===== src/rtl/weight_bram_controller_pkg.sv =====
// Shared constants and FSM encoding for the weight BRAM read-address sequencer.
package weight_bram_controller_pkg;

  localparam int NUM_BANKS = 16;
  localparam int ADDR_W    = 9;
  localparam int DRAIN_W   = $clog2(NUM_BANKS);

  // Drain counter value on the last of the NUM_BANKS-1 drain cycles
  localparam logic [DRAIN_W-1:0] DRAIN_LAST = DRAIN_W'(NUM_BANKS - 2);

  typedef enum logic [1:0] {
    ST_IDLE  = 2'd0,
    ST_RUN   = 2'd1,
    ST_DRAIN = 2'd2,
    ST_DONE  = 2'd3
  } state_e;

endpackage


===== src/rtl/weight_bram_controller_skew_delay_line.sv =====
// Shift register of {enable, address} pairs producing the skewed lanes 1..NUM_BANKS-1.
// Output tap j carries lane 0 delayed by j+1 cycles.
module weight_bram_controller_skew_delay_line
  import weight_bram_controller_pkg::*;
(
  input  logic                            clk,
  input  logic                            rst,
  input  logic                            en_in,
  input  logic [ADDR_W-1:0]               addr_in,
  output logic [NUM_BANKS-2:0]            en_taps,
  output logic [(NUM_BANKS-1)*ADDR_W-1:0] addr_taps
);

  logic [NUM_BANKS-2:0] en_r;
  logic [ADDR_W-1:0]    addr_r [NUM_BANKS-1];

  // Advance every stage by one lane per cycle; reset empties the whole line
  always_ff @(posedge clk) begin
    if (rst) begin
      en_r <= '0;
      for (int j = 0; j < NUM_BANKS - 1; j++) begin
        addr_r[j] <= '0;
      end
    end else begin
      en_r      <= {en_r[NUM_BANKS-3:0], en_in};
      addr_r[0] <= addr_in;
      for (int j = 1; j < NUM_BANKS - 1; j++) begin
        addr_r[j] <= addr_r[j-1];
      end
    end
  end

  // Flatten the stage addresses into the tap bus
  always_comb begin
    addr_taps = '0;
    for (int j = 0; j < NUM_BANKS - 1; j++) begin
      addr_taps[j*ADDR_W +: ADDR_W] = addr_r[j];
    end
  end

  assign en_taps = en_r;

endmodule


===== src/rtl/weight_bram_controller.sv =====
// Read-address sequencer for the weight BRAM banks. Lane 0 sweeps addr_start..addr_end,
// every further lane repeats lane 0 one cycle later, and done pulses once the last lane
// has issued its last address.
module weight_bram_controller
  import weight_bram_controller_pkg::*;
(
  input  logic                        clk,
  input  logic                        rst,
  input  logic                        start,
  input  logic [ADDR_W-1:0]           addr_start,
  input  logic [ADDR_W-1:0]           addr_end,
  output logic [NUM_BANKS-1:0]        w_en,
  output logic [NUM_BANKS*ADDR_W-1:0] w_addr_rd_flat,
  output logic                        done
);

  state_e              state_r, state_s;
  logic [ADDR_W-1:0]   cnt_r, cnt_s;      // lane 0 address, 0 whenever lane 0 is idle
  logic                en0_r, en0_s;      // lane 0 enable
  logic [ADDR_W-1:0]   end_r, end_s;      // captured last address
  logic [DRAIN_W-1:0]  drain_r, drain_s;
  logic                done_r, done_s;

  logic [NUM_BANKS-2:0]            dl_en_s;
  logic [(NUM_BANKS-1)*ADDR_W-1:0] dl_addr_s;

  // Next-state and next-value logic for the sweep FSM and its counters
  always_comb begin
    state_s = state_r;
    cnt_s   = cnt_r;
    en0_s   = en0_r;
    end_s   = end_r;
    drain_s = drain_r;
    done_s  = 1'b0;
    case (state_r)
      ST_IDLE: begin
        if (start) begin
          state_s = ST_RUN;
          en0_s   = 1'b1;
          cnt_s   = addr_start;
          // An inverted range collapses to the single address addr_start
          end_s   = (addr_end < addr_start) ? addr_start : addr_end;
        end else begin
          state_s = ST_IDLE;
        end
      end
      ST_RUN: begin
        // Terminate by compare so addr_end at the top of the range never wraps
        if (cnt_r == end_r) begin
          state_s = ST_DRAIN;
          en0_s   = 1'b0;
          cnt_s   = '0;
          drain_s = '0;
        end else begin
          cnt_s = cnt_r + ADDR_W'(1);
        end
      end
      ST_DRAIN: begin
        if (drain_r == DRAIN_LAST) begin
          state_s = ST_DONE;
          done_s  = 1'b1;
          drain_s = '0;
        end else begin
          drain_s = drain_r + DRAIN_W'(1);
        end
      end
      ST_DONE: begin
        state_s = ST_IDLE;
      end
      default: begin
        state_s = ST_IDLE;
        en0_s   = 1'b0;
        cnt_s   = '0;
        drain_s = '0;
      end
    endcase
  end

  // State and datapath registers with synchronous reset
  always_ff @(posedge clk) begin
    if (rst) begin
      state_r <= ST_IDLE;
      cnt_r   <= '0;
      en0_r   <= 1'b0;
      end_r   <= '0;
      drain_r <= '0;
      done_r  <= 1'b0;
    end else begin
      state_r <= state_s;
      cnt_r   <= cnt_s;
      en0_r   <= en0_s;
      end_r   <= end_s;
      drain_r <= drain_s;
      done_r  <= done_s;
    end
  end

  weight_bram_controller_skew_delay_line u_skew (
    .clk       (clk),
    .rst       (rst),
    .en_in     (en0_r),
    .addr_in   (cnt_r),
    .en_taps   (dl_en_s),
    .addr_taps (dl_addr_s)
  );

  assign w_en           = {dl_en_s, en0_r};
  assign w_addr_rd_flat = {dl_addr_s, cnt_r};
  assign done           = done_r;

endmodule


===== config.mk =====
export PLATFORM = sky130hd
export DESIGN_NAME = weight_bram_controller
export DESIGN_NICKNAME = d
export VERILOG_FILES = /design/src/rtl/weight_bram_controller_pkg.sv /design/src/rtl/weight_bram_controller_skew_delay_line.sv /design/src/rtl/weight_bram_controller.sv
export SDC_FILE = /design/constraint.sdc
export NUM_CORES = 1
export LEC_CHECK = 0
export ABC_AREA = 1
export BUFFER_PORTS_ARGS = -buffer_cell sky130_fd_sc_hd__buf_4
export CAP_MARGIN = 40
export CELL_PAD_IN_SITES_DETAIL_PLACEMENT = 0
export CELL_PAD_IN_SITES_GLOBAL_PLACEMENT = 2
export CORE_AREA = 2 2 156 158
export DETAILED_ROUTE_END_ITERATION = 16
export DIE_AREA = 0 0 158 160
export PLACE_DENSITY = 0.81
export SKIP_CTS_REPAIR_TIMING = 1
export SYNTH_ARGS = -nofsm -noshare
export SYNTH_HDL_FRONTEND = slang
export SYNTH_SLANG_ARGS = --single-unit

===== constraint.sdc =====
create_clock -name clk -period 1.5 [get_ports clk]
set_input_delay 0.3 -clock clk [delete_from_list [all_inputs] [get_ports clk]]
set_output_delay 0.3 -clock clk [all_outputs]
set_load 0.03 [all_outputs]

Word-level counts from Yosys, hierarchy flattened
Memory sizes are Yosys's and may differ from the RTL's.
Cells that the tools add are included.

word-level totals
  memory bits (writable) = 135
  word-level logic and storage cells = 77
  output and inout bits = 161
  register bits = 41
  memories = 1
  bits of input ports = 21

operators by class
  eq/ne operators = 8
  reductions and logical operators = 9
  $add $sub $neg = 2
  mux-type cells = 33
  $lt $le $gt $ge = 1
  bitwise logic cells = 16

memories
  memory         words  bits a word  rd ports  clocked after Yosys merged registers in  wr ports  RTL line                                      source
  u_skew.addr_r  15     9            15        0                                        15        weight_bram_controller_skew_delay_line.sv:15  logic [ADDR_W-1:0] addr_r [NUM_BANKS-1];

operator list
  operator                                              count
  two-way mux 9 bit                                     18
  one-hot mux 9 bit (2 select lines)                    1
  OR 1 bit                                              15
  adder 9 x 1 -> 9 bit (second input constant)          1
  equality test 9 bit                                   1
  less-than comparator 9 bit                            1
  two-way mux 4 bit                                     2
  one-hot mux 2 bit (4 select lines)                    1
  one-hot mux 4 bit (2 select lines)                    1
  AND reduction 2 bit                                   4
  two-way mux 1 bit                                     7
  inequality test 2 bit (second input constant)         3
  adder 4 x 1 -> 4 bit (second input constant)          1
  equality test 2 bit (second input constant)           2
  equality test 4 bit (second input constant)           1
  two-way mux 2 bit                                     2
  nonzero test 2 bit                                    2
  AND reduction 3 bit                                   1
  equality test 2 x 1 -> 1 bit (second input constant)  1
  zero test 2 bit                                       1
  one-hot mux 1 bit (2 select lines)                    1
  OR reduction 2 bit                                    1
  inverter 1 bit                                        1

Longest topological paths before layout
  depth after elaboration = 3
  gate-level depth with buffers = 11
  gate-level depth less buffers = 10

Modules after synthesis
From an unflattened synthesis, not the netlist that was laid out.

unflattened totals
  cell total of the unflattened synthesis = 747
  area, all modules = 6,223.5 um^2

modules (own cells, without submodules)
  module                                  cells each  area each (um^2)  instances  sequential area each (um^2)
  weight_bram_controller_skew_delay_line  467         4,307.9           1          3,002.9
  weight_bram_controller                  280         1,915.6           1          520.5

Worst setup path after synthesis
No wires, ideal clock.

  path kind = input to register
  start = in addr_start[6]
  end = reg end_r[0]
  path buffers = 0
  cell stages on the path = 10
  library setup time = 109 ps
  path slack = -83 ps
  data required time = 1,391 ps
  data arrival time = 1,474 ps
  cells stage by stage = inv_1 -> ha_1 -> a21oi_2 -> nor2_1 -> nor3_4 -> nand3_2 -> nand2_1 -> nand3_1 -> nand2_1 -> inv_1

on the way
  longest elaborated chain between the ends = 2

RTL lines
  element                     RTL line                      source
  start, declared             weight_bram_controller.sv:10  input logic [ADDR_W-1:0] addr_start,
  less-than comparator 9 bit  weight_bram_controller.sv:42  end_s = (addr_end < addr_start) ? addr_start : addr_end;
  two-way mux 9 bit           weight_bram_controller.sv:42
  end signal, assigned        weight_bram_controller.sv:92  end_r <= end_s;
  end, declared               weight_bram_controller.sv:20  logic [ADDR_W-1:0] end_r, end_s;

No other way between the ends.
A chain may end at the register's enable or synchronous reset.

Final worst setup path
  start = reg cnt_r[3]
  end = out w_addr_rd_flat[3]

RTL lines
  element                 RTL line                      source
  start, declared         weight_bram_controller.sv:18  logic [ADDR_W-1:0] cnt_r, cnt_s;
  start signal, assigned  weight_bram_controller.sv:90  cnt_r <= cnt_s;
  end, declared           weight_bram_controller.sv:13  output logic [NUM_BANKS*ADDR_W-1:0] w_addr_rd_flat,

No word-level cell between the ends.

==> impl_metrics.env <==
export IMPL_path_buf_inv=2
export IMPL_period_needed_ns=1.43
export IMPL_path_delay_family="flip-flops"
export IMPL_cts_sinks=176
export IMPL_async_flop_share_pct=0
export IMPL_power_leakage_nw=4.06
export IMPL_num_vias=4911
export IMPL_synth_seq_area_share_pct=58.5
export IMPL_ys_seq_elements=176
export IMPL_synthesis_instances=737
export IMPL_gr_usage_all_layers_pct=12.1
export IMPL_die_area_sq_um=25300
export IMPL_cts_tree="yes"
export IMPL_hold_viol_final=0
export IMPL_drc=0
export IMPL_rows=57
export IMPL_min_path_type="primary input to flop"
export IMPL_outcome="completed"
export IMPL_hold_slack_ns=0.184
export IMPL_die_y_um=160
export IMPL_cts_buffers=17
export IMPL_slew_headroom_pct=69.2
export IMPL_fp_coreArea_sq_um=23800
export IMPL_first_pass_iters=4
export IMPL_synth_cell_type_count=30
export IMPL_cp_required_ns=1.20
export IMPL_root_buffer="clkbuf_16"
export IMPL_finalCritPeriodShare_pct=95.1
export IMPL_slowest_stage="dfxtp_2"
export IMPL_slowest_delay_ns=0.37
export IMPL_critPathLaunchType="flop"
export IMPL_antenna_found_initial=0
export IMPL_ys_warn_count=0
export IMPL_p_total_mw=13.3
export IMPL_drt_iter0_markers=283
export IMPL_gr_total_overflow=0
export IMPL_io_buffers=181
export IMPL_crit_type="flop to primary output"
export IMPL_syn_nets=772
export IMPL_max_freq_mhz=701
export IMPL_grt_max_degree=64
export IMPL_floorplan_initialDensity_pct=25.3
export IMPL_powerDensity_nw_per_um2=1490
export IMPL_swShare_pct=34.7
export IMPL_maxSlewViolCount=0
export IMPL_grt_pass1_wl_um=23800
export IMPL_setup_viol=0
export IMPL_clock_latency_ns=0.43
export IMPL_crit_chain="buf_4 -> buf_4"
export IMPL_nets=999
export IMPL_gp_congestion=0.777
export IMPL_num_antenna_cells=0
export IMPL_pre_cts_ws_ns=-0.262
export IMPL_clk_transition_reported_paths_ns=0.08
export IMPL_die_x_um=158
export IMPL_area_growth_pct=47.6
export IMPL_wl_um=15400
export IMPL_cp_common_cell="buf_4"
export IMPL_drtAntennaViolNets=0
export IMPL_cp_end_kind="primary output"
export IMPL_syn_avg_cell_area_sq_um=8.17
export IMPL_p_switching_mw=4.59
export IMPL_clock_skew_ns=0.0131
export IMPL_vdd_drop_max_v=0.000676
export IMPL_pwr_share_clk_pct=35.1
export IMPL_fin_util_pct=37.3
export IMPL_tightest_slew_ns=0.461
export IMPL_p_int_mw=8.66
export IMPL_via_per_inst=3.77
export IMPL_wl_per_cell_um=11.8
export IMPL_setup_ws_ns=0.0732
export IMPL_grt_pass1_vias=4463
export IMPL_seq_power_share_pct=39.8
export IMPL_combPwrFrac_pct=25.1
export IMPL_cp_max_fo=3
export IMPL_layout_drive_gt1_share_pct=31.0
export IMPL_grt_setup_unrepaired="yes"
export IMPL_dp_hpwl_um=11500
export IMPL_cts_buffer_depth=2
export IMPL_synth_ff_type="dfxtp_1"
export IMPL_synth_edf_count=0
export IMPL_io_pins=182
export IMPL_syn_area_sq_um=6020
export IMPL_htreeDepth=4
export IMPL_critPathArrivalTime_ns=1.13
export IMPL_drv_cap=0
## worst register-to-register path: cells and delay by family (launching register included)
kind	cells	cell delay [ns]
flip-flops	1	0.34
adder cells (fa/ha/maj)	1	0.21
AO/OA/AOI/OAI	2	0.31
buffers and inverters	3	0.44
## cell usage after synthesis, types with 5 or more instances
cell type	number	area share, %
inv_1	181	11
nor2_1	177	11
dfxtp_1	176	59
nand2_1	56	3.5
nand3_1	29	2.4
a21oi_1	28	2.3
clkbuf_1	14	0.87
ha_1	14	2.9
nand4_1	11	1.1
o21ai_0	8	0.66
xor2_1	7	1.0
buf_2	5	0.42
## power groups by stage
stage,Combinational [mW],Sequential (mW),Clock (mW)
after floorplan,1.48,5.71,0
after global placement,3.09,5.35,0
after detailed placement,3.06,5.35,0
after CTS,3.09,5.24,4.80
after global routing,3.67,5.32,5.02
final,3.32,5.27,4.65
## cell usage in the layout, fill, tap and decap left out, drive strengths merged, types with 2 or more instances in the layout
cell type | netlist | layout
nor3 | 2 | 2
buf | 10 | 232
o21ai | 9 | 9
a21oi | 29 | 29
clkbuf | 15 | 17
nand2 | 58 | 59
inv | 183 | 192
nand4 | 11 | 11
clkinv | 1 | 6
xnor2 | 4 | 4
dfxtp | 176 | 176
nand3b | 2 | 2
nor2 | 181 | 181
ha | 14 | 14
xor2 | 7 | 7
nand3 | 33 | 33
## per-layer routing
layer	vias up	share of wire (%)	global-route usage (%)
met5	-	0	0
met4	0	0.94	3.11
met3	12	7.8	4.48
met2	142	45	19.4
met1	2153	46	15.4
li1	2604	-	-
## state kept, by name, indices dropped and copies added (netlist names)
name,count
cnt_r,9
done,1
drain_r,4
en0_r,1
end_r,9
state_r,2
u_skew.addr_r,135
u_skew.en_taps,15
## cells by family (layout without fill, tap and decap cells)
| kind of cell | Yosys count | in the layout | synth area share (%) |
|---|---|---|---|
| and+or+nand+nor | 287 | 288 | 20.0 |
| buffers and inverters | 209 | 448 | 13.4 |
| DFF | 176 | 176 | 58.5 |
| AOI/OAI and AO/OA | 40 | 40 | 3.55 |
| adders and majority gates | 14 | 14 | 2.91 |
| xor gates and xnor gates | 11 | 11 | 1.60 |
## final timing paths
check / end / slack, ns / start / depth (start not counted)
max: w_addr_rd_flat[3] / 0.07 / cnt_r[3] / 2
min: end_r[0] / 0.18 / addr_end[0] / 5
max reg2reg: cnt_r[8] / 0.08 / state_r[0] / 6
min reg2reg: u_skew.addr_r[5][2] / 0.41 / u_skew.addr_r[4][11] / 2
## layout make-up
class                   instances  area [sq um]
fillers                      2508         14900
repair buffers                232          1790
flip-flops and latches        176          3540
multi-input cells             353          1820
clock inverters                15           214
well taps                     324           405
clock buffers                  17           425
inverters                     184           697
## per-stage QoR
step           cell area, sq um  setup TNS (ns)  std cells
2_1_floorplan              6050          -0.446        737
3_3_place_gp               8100           -2.20       1267
3_5_place_dp               8100           -2.47       1267
4_1_cts                    8740          -0.465       1299
5_1_grt                    8890         -0.0604       1301
6_report                   8890               0       1301
No activity file was read; power rests on OpenSTA's default activity.
